## src/rtl/mult_arbiter.sv

```systemverilog
// -----------------------------------------------------------------------------
// mult_arbiter
//
// Lets up to NREQ requesters (n, phi, modular-exponent generators, ...) share
// one multiplier_sm instance.
//
// Flow:
//   IDLE -> BUSY: a winner is picked and its operands are registered into the
//                 multiplier, together with mult_ready.
//   BUSY -> ACK : on mult_done the product is latched and done[g] is raised.
//   ACK  -> IDLE: once req[g] and mult_done are both low, done and gnt clear
//                 and the round-robin pointer moves past g.
// Every output comes straight from a flop.
//
// Configuration macro:
//   MULT_ARB_FIXED_PRIO_EN - if defined, fixed priority (lowest index wins)
//                            and no pointer. If undefined (default),
//                            round-robin starting from the pointer.
//
// Ports:
//   clk, reset_n          clock, asynchronous active-low reset
//   req[NREQ]             per-requester request level
//   in1_flat, in2_flat    operands, requester i at [i*WIDTH +: WIDTH]
//   gnt[NREQ]             one-hot grant, held for the whole transaction
//   done[NREQ]            one-hot completion, held until req[g] drops
//   result[WIDTH]         last product, stable while done is high
//   busy                  state is not IDLE
//   mult_ready, m_in1/2   towards multiplier_sm
//   mult_out, mult_done   from multiplier_sm
// -----------------------------------------------------------------------------
module mult_arbiter #(
    parameter int NREQ  = 4,
    parameter int WIDTH = 32
) (
    input  logic                  clk,
    input  logic                  reset_n,
    input  logic [NREQ-1:0]       req,
    input  logic [NREQ*WIDTH-1:0] in1_flat,
    input  logic [NREQ*WIDTH-1:0] in2_flat,
    output logic [NREQ-1:0]       gnt,
    output logic [NREQ-1:0]       done,
    output logic [WIDTH-1:0]      result,
    output logic                  busy,
    output logic                  mult_ready,
    output logic [WIDTH-1:0]      m_in1,
    output logic [WIDTH-1:0]      m_in2,
    input  logic [WIDTH-1:0]      mult_out,
    input  logic                  mult_done
);

    typedef enum logic [1:0] {S_IDLE, S_BUSY, S_ACK} state_e;

    state_e            state_q, state_d;
    logic [NREQ-1:0]   gnt_q, gnt_d;
    logic [NREQ-1:0]   done_q, done_d;
    logic [WIDTH-1:0]  result_q, result_d;
    logic              busy_q, busy_d;
    logic              mult_ready_q, mult_ready_d;
    logic [WIDTH-1:0]  m_in1_q, m_in1_d;
    logic [WIDTH-1:0]  m_in2_q, m_in2_d;

    logic [NREQ-1:0]   win_oh;
    logic [WIDTH-1:0]  sel_in1, sel_in2;
    logic              issue_go, finish_go, release_go;

    // Transition strobes shared by the next-state and output processes.
    // Only the granted requester's req can hold the arbiter in ACK.
    assign issue_go   = (state_q == S_IDLE) && (|req);
    assign finish_go  = (state_q == S_BUSY) && mult_done;
    assign release_go = (state_q == S_ACK) && !(|(req & gnt_q)) && !mult_done;

`ifdef MULT_ARB_FIXED_PRIO_EN
    // Isolate the lowest set request bit.
    assign win_oh = req & (~req + NREQ'(1));
`else
    localparam int IDX_W = $clog2(NREQ);

    logic [IDX_W-1:0] ptr_q, ptr_d;
    logic [IDX_W-1:0] g_q, g_d;
    logic [IDX_W-1:0] win_idx;
    logic             found;
    int               idx;

    // Scan from the pointer upwards, wrapping; the first asserted req wins.
    always_comb begin : rr_pick
        // NOTE: every variable gets a default before any branch, so no
        // path through this block leaves a value unassigned (no latch).
        win_idx = ptr_q;
        found   = 1'b0;
        idx     = 0;
        for (int off = 0; off < NREQ; off++) begin
            idx = int'(ptr_q) + off;
            if (idx >= NREQ) idx = idx - NREQ;
            if (!found && req[idx]) begin
                found   = 1'b1;
                win_idx = IDX_W'(idx);
            end
        end
        win_oh = NREQ'(1) << win_idx;
    end

    always_comb begin : rr_pointer
        g_d   = issue_go ? win_idx : g_q;
        ptr_d = ptr_q;
        if (release_go) ptr_d = (g_q == IDX_W'(NREQ - 1)) ? '0 : g_q + 1'b1;
    end

    always_ff @(posedge clk or negedge reset_n) begin : rr_regs
        if (!reset_n) begin
            ptr_q <= '0;
            g_q   <= '0;
        end else begin
            ptr_q <= ptr_d;
            g_q   <= g_d;
        end
    end
`endif

    // One-hot operand mux; only meaningful while a req bit is set.
    always_comb begin : operand_mux
        sel_in1 = '0;
        sel_in2 = '0;
        for (int i = 0; i < NREQ; i++) begin
            if (win_oh[i]) begin
                sel_in1 = sel_in1 | in1_flat[i*WIDTH +: WIDTH];
                sel_in2 = sel_in2 | in2_flat[i*WIDTH +: WIDTH];
            end
        end
    end

    // State register (all flops of the block)
    always_ff @(posedge clk or negedge reset_n) begin : state_reg
        if (!reset_n) begin
            state_q      <= S_IDLE;
            gnt_q        <= '0;
            done_q       <= '0;
            result_q     <= '0;
            busy_q       <= 1'b0;
            mult_ready_q <= 1'b0;
            m_in1_q      <= '0;
            m_in2_q      <= '0;
        end else begin
            // NOTE: non-blocking assignments so every flop samples the
            // pre-edge value of every other flop.
            state_q      <= state_d;
            gnt_q        <= gnt_d;
            done_q       <= done_d;
            result_q     <= result_d;
            busy_q       <= busy_d;
            mult_ready_q <= mult_ready_d;
            m_in1_q      <= m_in1_d;
            m_in2_q      <= m_in2_d;
        end
    end

    // Next-state logic
    always_comb begin : next_state
        state_d = state_q;
        unique case (state_q)
            S_IDLE:  if (issue_go)   state_d = S_BUSY;
            S_BUSY:  if (finish_go)  state_d = S_ACK;
            S_ACK:   if (release_go) state_d = S_IDLE;
            default:                 state_d = S_IDLE;
        endcase
    end

    // Output logic: every registered output holds unless a strobe fires.
    always_comb begin : output_logic
        gnt_d        = gnt_q;
        done_d       = done_q;
        result_d     = result_q;
        mult_ready_d = mult_ready_q;
        m_in1_d      = m_in1_q;
        m_in2_d      = m_in2_q;
        if (issue_go) begin
            gnt_d        = win_oh;
            m_in1_d      = sel_in1;
            m_in2_d      = sel_in2;
            mult_ready_d = 1'b1;
        end
        if (finish_go) begin
            result_d     = mult_out;
            mult_ready_d = 1'b0;
            done_d       = gnt_q;
        end
        if (release_go) begin
            done_d = '0;
            gnt_d  = '0;
        end
        busy_d = (state_d != S_IDLE);
    end

    assign gnt        = gnt_q;
    assign done       = done_q;
    assign result     = result_q;
    assign busy       = busy_q;
    assign mult_ready = mult_ready_q;
    assign m_in1      = m_in1_q;
    assign m_in2      = m_in2_q;

endmodule

```

## config.mk

```make
export PLATFORM = sky130hd
export DESIGN_NAME = mult_arbiter
export DESIGN_NICKNAME = d
export VERILOG_FILES = /design/src/rtl/mult_arbiter.sv
export SDC_FILE = /design/constraint.sdc
export NUM_CORES = 1
export LEC_CHECK = 0
export ABC_AREA = 1
export ABC_CLOCK_PERIOD_IN_PS = 5000
export BUFFER_PORTS_ARGS = -buffer_cell sky130_fd_sc_hd__buf_2
export CAP_MARGIN = 20
export CORE_AREA = 3 3 153 155
export CTS_CLUSTER_SIZE = 40
export DETAILED_ROUTE_END_ITERATION = 10
export DIE_AREA = 0 0 156 158
export GPL_TIMING_DRIVEN = 0
export PLACE_DENSITY = 0.63
export SLEW_MARGIN = 5
export SYNTH_ARGS = -nofsm -noshare
export SYNTH_HDL_FRONTEND = slang
export SYNTH_SLANG_ARGS = --single-unit
```

## constraint.sdc

```tcl
create_clock -name clk -period 5 [get_ports clk]
set_clock_uncertainty 0.05 [all_clocks]
set_input_delay 0.5 -clock clk [delete_from_list [all_inputs] [get_ports clk]]
set_output_delay 0.5 -clock clk [all_outputs]
set_load 0.005 [all_outputs]
```

# --- Yosys cells after proc, flatten, opt, wreduce, memory -nomap -nowiden ---
# Cells that the tools add are included.
totals:
  latch_bits: 0
  n_memories: 0
  reg_bits: 112
  romBits: 0
  mem_bits_rw: 0
op_classes:
  reduce_logical: 19
  addsub: 8
  order_cmp: 8
  n_div: 0
  n_bitwise: 7
  mux: 42
  n_eq_ne: 3
  n_shift: 1
  mul: 0
op_table:
  columns: ["operator", "count"]
  rows:
  - ["two-way mux 32 bit", 12]
  - ["bitwise OR 32 bit", 6]
  - ["less-than comparator 32 x 4 -> 1 bit (second input constant)", 4]
  - ["two-way mux 2 bit", 8]
  - ["two-way mux 4 bit", 4]
  - ["two-way mux 1 bit", 13]
  - ["subtractor 3 x 3 -> 4 bit (second input constant)", 3]
  - ["greater-or-equal comparator 3 bit (second input constant)", 3]
  - ["binary-select mux 1 bit (select 2 bit)", 4]
  - ["nonzero test 2 bit", 4]
  - ["OR reduction 4 bit", 2]
  - ["logical AND 1 bit", 7]
  - ["adder 2 x 2 -> 3 bit (second input constant)", 2]
  - ["one-hot mux 2 bit (3 select lines)", 1]
  - ["zero test 1 bit", 5]
  - ["bitwise AND 4 bit", 1]
  - ["== test 2 bit (second input constant)", 2]
  - ["left shift 1 x 2 -> 4 bit (first input constant)", 1]
  - ["subtractor 2 x 3 -> 4 bit (second input constant)", 1]
  - ["adder 2 x 1 -> 3 bit (second input constant)", 1]
  - ["greater-or-equal comparator 2 x 3 -> 1 bit (second input constant)", 1]
  - ["adder 2 x 1 -> 2 bit (second input constant)", 1]
  - ["== test 2 x 1 -> 1 bit (second input constant)", 1]
  - ["zero test 2 bit", 1]

# --- Depth between registers and ports, before layout ---
depth:
  word_depth: 23
  depth_mapped: 17

# --- Worst setup path before layout ---
# No wires, ideal clock.
synth_path:
  path_type: "reg-to-reg"
  start: "register ptr_q[0]"
  end: "register m_in1_q[27] (netlist: m_in1[27])"
  path_slack_ns: 2.996
  path_stages_with_launch: 18
  period_less_slack_ns: 2.004
  setup_time_ns: 0.117
  arrival_ns: 1.836
  path_cell_list: "dfrtp_1 > buf_4 > nand2_1 > nand2_1 > nand2_1 > nand2_1 > nor2_4 > nand2_1 > nand2_1 > nand2_1 > nand2_1 > nand2_2 > buf_6 > buf_2 > nand3_1 > nand3_1 > nor2_1 > nor2_1"
synth_via:
  elab_chain_cells: 23
  elab_cells_between_ends: 48
synth_lines:
  columns: ["element", "line_no", "rtl"]
  rows:
  - ["start: declaration", "78", "logic [IDX_W-1:0] ptr_q, ptr_d;"]
  - ["start signal: assignment", "113", "ptr_q <= ptr_d;"]
  - ["branches (longest 14 deep; another with subtractor 3 x 3 -> 4 bit)", null, null]
  - ["two-way mux 2 bit *", "94", "if (!found && req[idx]) begin"]
  - ["left shift 1 x 2 -> 4 bit *", "99", "win_oh = NREQ'(1) << win_idx;"]
  - ["two-way mux 32 bit", "124", "if (win_oh[i]) begin"]
  - ["bitwise OR 32 bit", "125", "sel_in1 = sel_in1 | in1_flat[i*WIDTH +: WIDTH];"]
  - ["two-way mux 32 bit", "124", null]
  - ["bitwise OR 32 bit", "125", null]
  - ["two-way mux 32 bit", "124", null]
  - ["bitwise OR 32 bit", "125", null]
  - ["two-way mux 32 bit *", "124", null]
  - ["end signal: assignment", "151", "m_in1_q <= m_in1_d;"]
  - ["end: declaration", "59", "logic [WIDTH-1:0] m_in1_q, m_in1_d;"]
# Every way passes the cells marked *. The select of a mux whose other input is x is not followed.
# A chain may end at the register's enable or synchronous reset.

# --- Final worst setup path ---
layout_path:
  start: "register ptr_q[0]"
  end: "register m_in1_q[30] (netlist: m_in1[30])"
# The elaborated chain is that of the path after synthesis.

==> key figures <==
Drt
  – Vias per inst: between 4 and 5
  – DR WL/cell: between 15 and 20 microns
  – DRT Pass-1 Iters: 5
  – Met1 wire length: roughly 12 mm
  – WL met2: roughly 15 mm
  – Routed Antenna Nets: 0
  – Via count: 8,295
  – Post-Route WL: just over 30 mm
  – Residual DRC: 0
  – Top layer used by detailed routing: met5
  – Drt first-iter violations: 555
  – Routed length on met3: between 2 and 2.5 mm

Clocking
  – CTS tree: built
  – Clock root cell: clkbuf_16
  – Clock Latency Late Sink: approximately 0.35 ns
  – Clk sinks: around 110
  – Worst-case clock buffer depth: 2
  – Clock-pin slew on the worst setup and hold paths: 0.09 ns
  – CTS buffer count: 9
  – Post-CTS setup buffer count: 0
  – Post-CTS Hold Buffers: 0
  – CTS H-tree lvls: 3
  – PostCTS Resize Cnt: 0

Power and ir drop
  – Maximum VDD drop: about 0.37 mV
  – Pwr/cell area: 820 nW/um^2
  – Sequential Power Share: a little over a fifth
  – Leakage: roughly 5.0 nW
  – Overall Power: around 7.7 mW
  – Sw Share: between 50 and 60%
  – Internal: between 3 and 4 mW
  – Part of the power in the clock network: a little over a tenth
  – Logic pwr share: between 60% and 70%
  – P_sw: between 4 and 5 mW

Floorplan
  – Die H: between 150 and 200 microns
  – Die Area: roughly 25,000 sq um
  – Row count: 54
  – Chip width: ~160 microns
  – Boundary pin count: 401
  – Core area: approximately 22,000 sq um
  – Starting density of the core: about 30%

Setup path
  – Critical Path Fanout Max: 10
  – R2R cell count: 14
  – CP required: approximately 5.2 ns
  – CP Launch Type: register
  – Kind of end point of the critical path: register
  – WS Path Type: reg2reg
  – Worst path arrival time: 3.01 ns

Placed design
  – DP Cell Count: approximately 1.7k
  – Port Buffer Count: 400
  – GPL Wtd Cong: about 0.90
  – HPWL Detailed: ~24 mm

Timing
  – Unrepaired setup endpoints after global routing: false
  – Final period utilization: between 50% and 60%
  – Worst slew margin: between 50% and 60%
  – Setup TNS: 0 ns
  – # setup viols final: 0
  – Final-report hold violation count: 0
  – Slew Limit Fails: 0
  – Transition time of the tightest slew-check pin: between 0.7 and 0.8 ns
  – Fin crit period: approximately 2.8 ns
  – Fmax: 361 MHz

Hold path
  – Hold WC Path Type: in2async

Global routing
  – Overflow after GRT: 0
  – Initial antenna violation count: 1
  – First-pass GRT wire length: 44.7 mm
  – Largest net degree at the start of global routing: 65
  – Vias in the first global route: between 7k and 8k
  – Total GRT Usage: 23.5%

Synthesis
  – Syn Area/Cell: ~6.8 sq um
  – Cell Area, Synth: around 6600 sq um
  – Synth cell types: 25
  – Syn_nets: around 1.3k
  – Yosys warnings: 0
  – Register area share after synthesis: ~42%
  – Post-Syn Instances: between 900 and 1k
  – Yosys reg bits: roughly 110

Final layout
  – NumNets Final: ~1.7k
  – Share of cells above drive strength 1: 33.7%
  – Finished Layout Cells: ~1.7k
  – Most frequent cells in the layout: 433 x buf_2, 280 x nand2_1, 208 x nand3_1
  – Commonest non-fill, non-tap cell in the layout: buf_2
  – Area Overhead vs Synth: 41.1%

Flow run
  – Max-Cap Viols: 0

Outcome
  – Status: finished clean
## critical path, stage by stage (launching register included)
cell and delay [ns]:
dfrtp_1 0.42, buf_4 0.19, nand2_1 0.11, nand2_1 0.06, nand2_1 0.05, nand2_1 0.09, nor2_4 0.16, nand3_1 0.09
nand2_1 0.18, buf_4 0.26, clkbuf_1 0.56, nand4_1 0.23, nand3_1 0.13, nor2_1 0.05, nor2_1 0.07
## cell usage after synthesis, drive strengths merged
cell type | count | area share, %
nor2 | 198 | 11
clkinv | 2 | 0.11
a22oi | 4 | 0.45
inv | 16 | 0.91
a221oi | 1 | 0.13
nand4 | 65 | 6.1
or2 | 1 | 0.094
nand2 | 282 | 16
clkbuf | 28 | 1.6
dfrtp | 112 | 42
a31oi | 1 | 0.094
o21ai | 5 | 0.38
ha | 1 | 0.19
a21oi | 1 | 0.075
o22ai | 1 | 0.094
nand3 | 209 | 16
o31ai | 1 | 0.11
buf | 49 | 4.1
## final timing paths
check                                          to  slack (ns)                   start
max in group asynchronous   m_in2[22]$_DFFE_PN0P_        4.19                 reset_n
min in group clk           result[16]$_DFFE_PN0P_        0.30            mult_out[16]
hold / removal             result[15]$_DFFE_PN0P_        0.03                 reset_n
hold reg to reg            result[13]$_DFFE_PN0P_        0.42  result[13]$_DFFE_PN0P_
setup reg to reg            m_in1[30]$_DFFE_PN0P_        2.23    ptr_q[0]$_DFFE_PN0P_
setup / recovery            m_in1[30]$_DFFE_PN0P_        2.23    ptr_q[0]$_DFFE_PN0P_
## flip-flops by register name (all words and copies together), names as in the netlist
register and count:
m_in1 32, m_in2 32, result 32, done 4, gnt 4, g_q 2
ptr_q 2, state_q 2, busy 1, mult_ready 1
## routing by layer
metal	global-route usage, %	vias up
li1	-	4049
met1	29.2	3771
met5	0	-
met2	41.4	426
met4	7.91	2
met3	4.18	47
## metrics by stage
stage          hold WS [ns]  cell area (sq um)  util, %  setup WS, ns
2_1_floorplan         0.154               6630        -          3.00
3_3_place_gp          0.399               8990     40.9          1.92
3_5_place_dp          0.405               9020     41.1          1.98
4_1_cts              0.0330               9360     42.6          2.16
5_1_grt              0.0514               9360     42.6          2.00
6_report             0.0256               9360     42.6          2.23
## kinds of logic (layout without fill, tap and decap cells)
kind of cell | count (synthesis) | count (layout) | synth area share [%]
and+or+nand+nor | 755 | 755 | 49.5
DFF | 112 | 112 | 42.2
buffers and inverters | 95 | 512 | 6.70
AOI/OAI and AO/OA | 14 | 14 | 1.34
adders and majority gates | 1 | 1 | 0.189
other | 0 | 1 | 0
## layout make-up
cell class | instances | area [sq um]
fill | 2422 | 12600
buffer | 77 | 377
clock inverter | 7 | 114
clock buffer | 9 | 225
timing repair buffer | 401 | 2040
multi-input combinational | 770 | 3390
inverter | 18 | 67.6
antenna | 1 | 2.50
sequential | 112 | 2800
tap | 280 | 350
## power by group through the flow
stage | sequential (mW) | clock, mW | combinational, mW
floorplan | 1.65 | 0 | 3.26
global placement | 1.62 | 0 | 5.23
detailed placement | 1.63 | 0 | 5.29
CTS | 1.62 | 0.853 | 5.29
global route | 1.67 | 0.885 | 5.88
finish | 1.62 | 0.827 | 5.24
No activity file was read; power rests on OpenSTA's default activity.
